[src/rtl/uart_path_arbiter.sv]
// uart_path_arbiter: shares the byte-wide UART TX FIFO write port between the
// APB and AES requesters. Each requester offers 32-bit words on a valid/ready
// handshake; ties are broken round-robin against the last grant. A granted word
// is pushed into the FIFO one byte per cycle, LSB first, stalling on fifo_full.
`timescale 1ns/1ps

package shared_pkg;
  // One-hot controller states; any other pattern is treated as illegal.
  typedef enum logic [2:0] {
    IDLE_UC = 3'b001,
    WAIT_UC = 3'b010,
    PUSH_UC = 3'b100
  } uart_controller_state_e;

  typedef enum logic {
    APB_TO_UART_PATH = 1'b0,
    AES_TO_UART_PATH = 1'b1
  } uart_path_e;
endpackage

module uart_path_arbiter
  import shared_pkg::*;
#(
  parameter int DATA_WIDTH = 32,
  parameter int NBYTES     = DATA_WIDTH / 8
) (
  input  logic                  PCLK,
  input  logic                  PRESETn,
  input  logic                  apb_valid,
  input  logic [DATA_WIDTH-1:0] apb_data,
  output logic                  apb_ready,
  input  logic                  aes_valid,
  input  logic [DATA_WIDTH-1:0] aes_data,
  output logic                  aes_ready,
  input  logic                  fifo_full,
  output logic                  fifo_wr_en,
  output logic [7:0]            fifo_wr_data,
  output logic                  grant_path,
  output logic                  busy
);

  localparam int IDXW = (NBYTES > 1) ? $clog2(NBYTES) : 1;
  localparam logic [IDXW-1:0] LAST_IDX = IDXW'(NBYTES - 1);

  uart_controller_state_e   state_q, state_d;
  logic [NBYTES-1:0][7:0]   word_q, word_d;
  logic [IDXW-1:0]          idx_q, idx_d;
  uart_path_e               grant_q, grant_d;
  logic                     busy_q;

  logic apb_win, aes_win;
  logic [7:0] cur_byte;

  // Requester selection: a lone requester always wins, a tie goes to the path
  // that did not own the previous word.
  always_comb begin
    apb_win = 1'b0;
    aes_win = 1'b0;
    if (apb_valid && aes_valid) begin
      if (grant_q == AES_TO_UART_PATH) apb_win = 1'b1;
      else                             aes_win = 1'b1;
    end else if (apb_valid) begin
      apb_win = 1'b1;
    end else if (aes_valid) begin
      aes_win = 1'b1;
    end
  end

  assign cur_byte = word_q[idx_q];

  // Next-state and combinational outputs. Readies are gated by PRESETn so they
  // read low for the whole time reset is asserted.
  always_comb begin
    state_d      = state_q;
    word_d       = word_q;
    idx_d        = idx_q;
    grant_d      = grant_q;
    apb_ready    = 1'b0;
    aes_ready    = 1'b0;
    fifo_wr_en   = 1'b0;
    fifo_wr_data = 8'h00;
    case (state_q)
      IDLE_UC: begin
        if (PRESETn && (apb_win || aes_win)) begin
          apb_ready = apb_win;
          aes_ready = aes_win;
          word_d    = apb_win ? apb_data : aes_data;
          grant_d   = apb_win ? APB_TO_UART_PATH : AES_TO_UART_PATH;
          idx_d     = '0;
          state_d   = PUSH_UC;
        end
      end
      PUSH_UC: begin
        fifo_wr_data = cur_byte;
        fifo_wr_en   = !fifo_full;
        if (fifo_full) begin
          state_d = WAIT_UC;
        end else if (idx_q == LAST_IDX) begin
          state_d = IDLE_UC;
        end else begin
          idx_d = idx_q + IDXW'(1);
        end
      end
      WAIT_UC: begin
        // Hold the pending byte; the push itself happens back in PUSH_UC.
        fifo_wr_data = cur_byte;
        if (!fifo_full) state_d = PUSH_UC;
      end
      default: begin
        state_d = IDLE_UC;
        idx_d   = '0;
      end
    endcase
  end

  // State registers; reset drops any partially sent word.
  always_ff @(posedge PCLK or negedge PRESETn) begin
    if (!PRESETn) begin
      state_q <= IDLE_UC;
      word_q  <= '0;
      idx_q   <= '0;
      grant_q <= AES_TO_UART_PATH;
      busy_q  <= 1'b0;
    end else begin
      state_q <= state_d;
      word_q  <= word_d;
      idx_q   <= idx_d;
      grant_q <= grant_d;
      busy_q  <= (state_d != IDLE_UC);
    end
  end

  assign grant_path = grant_q;
  assign busy       = busy_q;

endmodule

[config.mk]
export PLATFORM = sky130hd
export DESIGN_NAME = uart_path_arbiter
export DESIGN_NICKNAME = d
export VERILOG_FILES = /design/src/rtl/uart_path_arbiter.sv
export SDC_FILE = /design/constraint.sdc
export NUM_CORES = 1
export LEC_CHECK = 0
export BUFFER_PORTS_ARGS = -buffer_cell sky130_fd_sc_hd__buf_4
export CAP_MARGIN = 15
export CORE_ASPECT_RATIO = 0.9
export CORE_UTILIZATION = 25
export DETAILED_ROUTE_END_ITERATION = 7
export HOLD_SLACK_MARGIN = 0.02
export PLACE_DENSITY = 0.51
export RECOVER_POWER = 25
export SETUP_SLACK_MARGIN = 0.2
export SKIP_LAST_GASP = 1
export SLEW_MARGIN = 10
export SYNTH_ARGS = -nofsm -noshare
export SYNTH_HDL_FRONTEND = slang
export SYNTH_SLANG_ARGS = --single-unit
[constraint.sdc]
create_clock -name PCLK -period 2.9 [get_ports PCLK]
set_input_delay 0.145 -clock PCLK [delete_from_list [all_inputs] [get_ports PCLK]]
set_output_delay 0.145 -clock PCLK [all_outputs]
set_load 0.02 [all_outputs]
======== After elaboration in Yosys (flattened, before gate mapping) ========
Index checks and enable logic that the tools add are counted.
word-level totals
  register bits ........................... 39
  logic and storage cells ................. 52
  output and inout bits ................... 13
  input bits .............................. 69
operators by class
  order comparisons ....................... 1
  multiplexer cells ....................... 26
  add/subtract/negate cells ............... 1
  equality and inequality tests ........... 8
  bitwise gates (word level) .............. 1
  reductions and logical operators ........ 7
operators with widths
  kind                                                        number
  2-to-1 mux 32 bit                                           1
  binary-select mux 8 bit (select 2 bit)                      1
  2-to-1 mux 8 bit                                            2
  2-to-1 mux 1 bit                                            13
  2-to-1 mux 3 bit                                            4
  case mux 3 bit (3 select lines)                             1
  2-to-1 mux 2 bit                                            3
  != test 2 bit, second input constant                        3
  case mux 2 bit (3 select lines)                             1
  AND reduction 4 bit                                         1
  equality test 3 x 1 -> 1 bit, second input constant         1
  equality test 3 x 2 -> 1 bit, second input constant         1
  equality test 3 bit, second input constant                  1
  less-than comparator 2 x 3 -> 1 bit, second input constant  1
  != test 3 x 1 -> 1 bit, second input constant               1
  adder 2 x 1 -> 2 bit, second input constant                 1
  equality test 2 bit, second input constant                  1
  logical AND 1 bit                                           2
  AND reduction 2 bit                                         1
  OR reduction 2 bit                                          1
  zero test 1 bit                                             1
  logical OR 1 bit                                            1
  NOT 1 bit                                                   1

======== Depth between registers and ports, before layout ========
  word-level depth ........................ 8
  mapped depth ............................ 6
  gate-level depth less buffers ........... 5

======== Least setup slack after synthesis ========
OpenSTA, ideal clock, no wires.
  path kind ............................... register to output
  from .................................... reg state_q[0]
  to ...................................... out apb_ready
  cell stages (with the launch flop) ...... 6
  arrival time ............................ 1335 ps
  setup slack ............................. 1420 ps
  buffers on the path ..................... 1
  cell sequence ........................... dfstp_2 -> nor3b_2 -> and2b_4 -> buf_4 -> inv_2 -> nor2_1
on the way
  cells in the longest elaborated chain, start to end .. 2
ends and longest elaborated chain
  what                          RTL line  text
  start: declaration            45        uart_controller_state_e state_q, state_d;
  start signal: assignment      125       state_q <= state_d;
  equality test 3 x 1 -> 1 bit  82        case (state_q)
  2-to-1 mux 1 bit              82
  end: declaration              31        output logic apb_ready,
No other way between the ends.

======== Worst setup path after layout ========
  from .................................... reg idx_q[0]
  to ...................................... out fifo_wr_data[6]
on the way
  cells in the longest elaborated chain, start to end .. 3
ends and longest elaborated chain
  what                                    RTL line  text
  start: declaration                      47        logic [IDXW-1:0] idx_q, idx_d;
  start signal: assignment                127       idx_q <= idx_d;
  binary-select mux 8 bit (select 2 bit)  69        assign cur_byte = word_q[idx_q];
  2-to-1 mux 8 bit (not written as such)  69
  2-to-1 mux 8 bit                        82
  end: declaration                        37        output logic [7:0] fifo_wr_data,
No other way between the ends. The select of a mux whose other input is x is not followed.

==> flow_summary_export.csv <==
group,metric,value,unit
outcome,status,"complete, no violations",
power,power_density,745,nW/um^2
cells_and_area,drive_above_1_share,48.9,%
power,p_leak,0.00138,uW
placed_design,gp_routability_congestion,0.755,
timing,tightest_slew,1.01,ns
drt,wirelength,5.19,mm
worst_setup_path,crit_required,2.76,ns
placed_design,port_buffers,81,
worst_setup_path,critPathCaptureType,"output pin",
placed_design,place_area,2950,um^2
drt,viasPerCell,4.18,
worst_setup_path,crit_arrival,1.90,ns
power,peakVddDrop,0.279,mV
synthesis,synthDistinctLibCells,32,
cells_and_area,layout_common_cells,"buf_4 (80), dfrtp_1 (37), nor2_1 (35), mux2i_1 (32), a21oi_2 (30)",
clock_tree,htreeDepth,2,
worst_setup_path,start_kind,"flop",
timing,slew_headroom,32.9,%
die,start_util,26.1,%
timing,setup_viol,0,
timing,fin_skew,0.00674,ns
flow_run,drv_cap,0,
clock_tree,clk_latency,0.28,ns
die,pin_count,82,
timing,finalHoldViolations,0,
power,netSwitchingPower,801,uW
clock_tree,post_cts_buffers,0,
cells_and_area,final_area,3030,um^2
synthesis,syn_area,2270,um^2
worst_setup_path,critPathMaxStageDelay,0.71,ns
clock_tree,clkTransAtPathRegs,0.07,ns
die,dieHeight,92.4,um
drt,vias,1641,
grt,grt_pass1_vias,1578,
power,pwr-share-comb,42.0,%
timing,report.final.slew_viol_count,0,
worst_hold_path,worstHoldPathType,"in -> reg",
synthesis,postSynthAreaPerCell,11.6,um^2
worst_setup_path,cp_num_buf_inv,1,
drt,remaining_drc_errors,0,
timing,period_share,70.4,%
clock_tree,cts_buffer_depth,2,
drt,drt_iter0_drc,24,
power,internal_power,1450,uW
die,core,8690,um^2
clock_tree,cts_sinks,39,
grt,grt_usage,11.6,%
power,switching_share,35.5,%
worst_setup_path,path_max_fanout,10,
drt,final_antenna_net_count,0,
timing,fin_crit,2.04,ns
drt,first_pass_iters,4,
timing,setup-tns-final,0,ns
clock_tree,cts_inserted_buffers,5,
cells_and_area,n_antenna_cell,0,
placed_design,dpl.hpwl,3.87,mm
clock_tree,cts-root-buf,"clkbuf_8",
worst_setup_path,crit_chain,"mux4_2, nor2b_1, buf_4",
synthesis,ys_warn_count,0,
synthesis,synthesis.nets,266,
power,pwr-share-clk,15.1,%
cells_and_area,area_growth,33.4,%
grt,grt_start_max_net_pins,40,
drt,wl_per_cell,13.2,um
cells_and_area,nets,344,
grt,grt-ovfl-total,0,
worst_setup_path,crit_type,"reg -> out",
cells_and_area,final_common_cell,"buf_4",
clock_tree,cts_tree,"yes",
synthesis,yosys_register_bits,39,
grt,antenna_found_initial,0,
die,die_w,102,um
synthesis,synth_cells,196,
worst_setup_path,crit_family,"flip-flops",
worst_setup_path,slowest_stage,"dfrtp_1",
timing,max_freq,490,MHz
synthesis,seq_area_frac_synth,43.1,%
timing,rsz0062_at_grt,"no",
die,die_area,9460,um^2
die,num_rows,32,
grt,grt_pass1_wl,8.18,mm
power,seqPwrFrac,43.0,%
[flip-flops by register name, indices dropped and copies added (netlist names)]
register,cells
busy,1
word_q,32
state_q,3
idx_q,2
grant_path,1
[power groups by stage]
| stage | clock (uW) | combinational [uW] | sequential [uW] |
|---|---|---|---|
| after global routing | 383 | 1050 | 1000 |
| after global placement | 0 | 952 | 972 |
| after CTS | 360 | 967 | 970 |
| after detailed placement | 0 | 964 | 981 |
| after floorplan | 0 | 775 | 908 |
| final | 340 | 946 | 968 |
[path summary, 6_finish.rpt]
check,start,depth (start not counted),to,slack (ns)
max in group asynchronous,PRESETn,3,word_q[22],1.57
hold / removal,fifo_full,3,state_q[1],0.14
setup reg to reg,state_q[0],5,word_q[13],1.14
min in group asynchronous,PRESETn,3,word_q[15],0.71
hold reg to reg,word_q[8],2,word_q[8],0.52
setup / recovery,idx_q[0],3,fifo_wr_data[6],0.86
[kinds of logic after synthesis]
logic type / synth area share, %
fa+ha+maj: 0.551
flops: 43.1
mux: 23.2
buf+inv: 6.72
simple gates: 11.0
compound gates: 15.4
[per-layer routing]
metal | global-route usage [%] | up-vias | part of all wire [%]
li1 | - | 846 | -
met2 | 15.7 | 53 | 44
met3 | 2.79 | 2 | 4.9
met4 | 3.57 | 0 | 0.77
met5 | 0 | - | 0
met1 | 17.7 | 740 | 51
[worst reg2reg max path: cells and delay by family (launching register included)]
family,cells,cell delay [ns]
AND/OR/NAND/NOR,3,0.74
flip-flops,1,0.54
buffers and inverters,1,0.30
AO/OA/AOI/OAI,1,0.11
[synthesized netlist by cell type, drive strengths merged]
| master | count | share of area (%) |
|---|---|---|
| o21ai | 3 | 0.66 |
| ha | 1 | 0.55 |
| mux2i | 32 | 14 |
| dfstp | 2 | 2.3 |
| nor2 | 35 | 5.8 |
| a22o | 2 | 0.77 |
| a31oi | 1 | 0.28 |
| o21bai | 1 | 0.33 |
| mux4 | 8 | 7.9 |
| clkbuf | 1 | 0.17 |
| mux2 | 2 | 1.2 |
| buf | 13 | 5.9 |
| o32a | 1 | 0.44 |
| nand2b | 2 | 0.55 |
| nor2b | 9 | 2.5 |
| nor3b | 1 | 0.55 |
| a21oi | 33 | 12 |
| nand2 | 1 | 0.17 |
| nor4 | 1 | 0.28 |
| dfrtp | 37 | 41 |
| a21o | 1 | 0.33 |
| nor3 | 2 | 0.44 |
| and2b | 1 | 0.44 |
| and2 | 1 | 0.28 |
| inv | 4 | 0.66 |
| o32ai | 1 | 0.39 |
[what timing repair did]
| item | in CTS | in global routing |
|---|---|---|
| gates resized for setup | 0 | 0 |
| hold buffers | 1 | 0 |
| endpoints found under the hold margin | 37 | 0 |
[area by class of cell]
cell class	count	area, um^2
multi-input combinational	139	1150
clock buffer	7	76.3
fill	887	5660
tap	119	149
sequential	39	978
inverter	4	15.0
timing repair buffer	85	659
[metrics by stage]
stage          total power (uW)  hold WS, ns  utilization [%]  setup slack [ns]  instances
2_1_floorplan              1680       -0.151                -              1.42        196
3_3_place_gp               1920        0.265             33.9              1.13        385
3_5_place_dp               1950        0.271             33.9              1.10        385
4_1_cts                    2300        0.124             34.9             0.779        393
5_1_grt                    2440        0.128             34.9             0.717        393
6_report                   2250        0.139             34.9             0.857        393
Note: power is estimated with default switching activity, not from simulation.
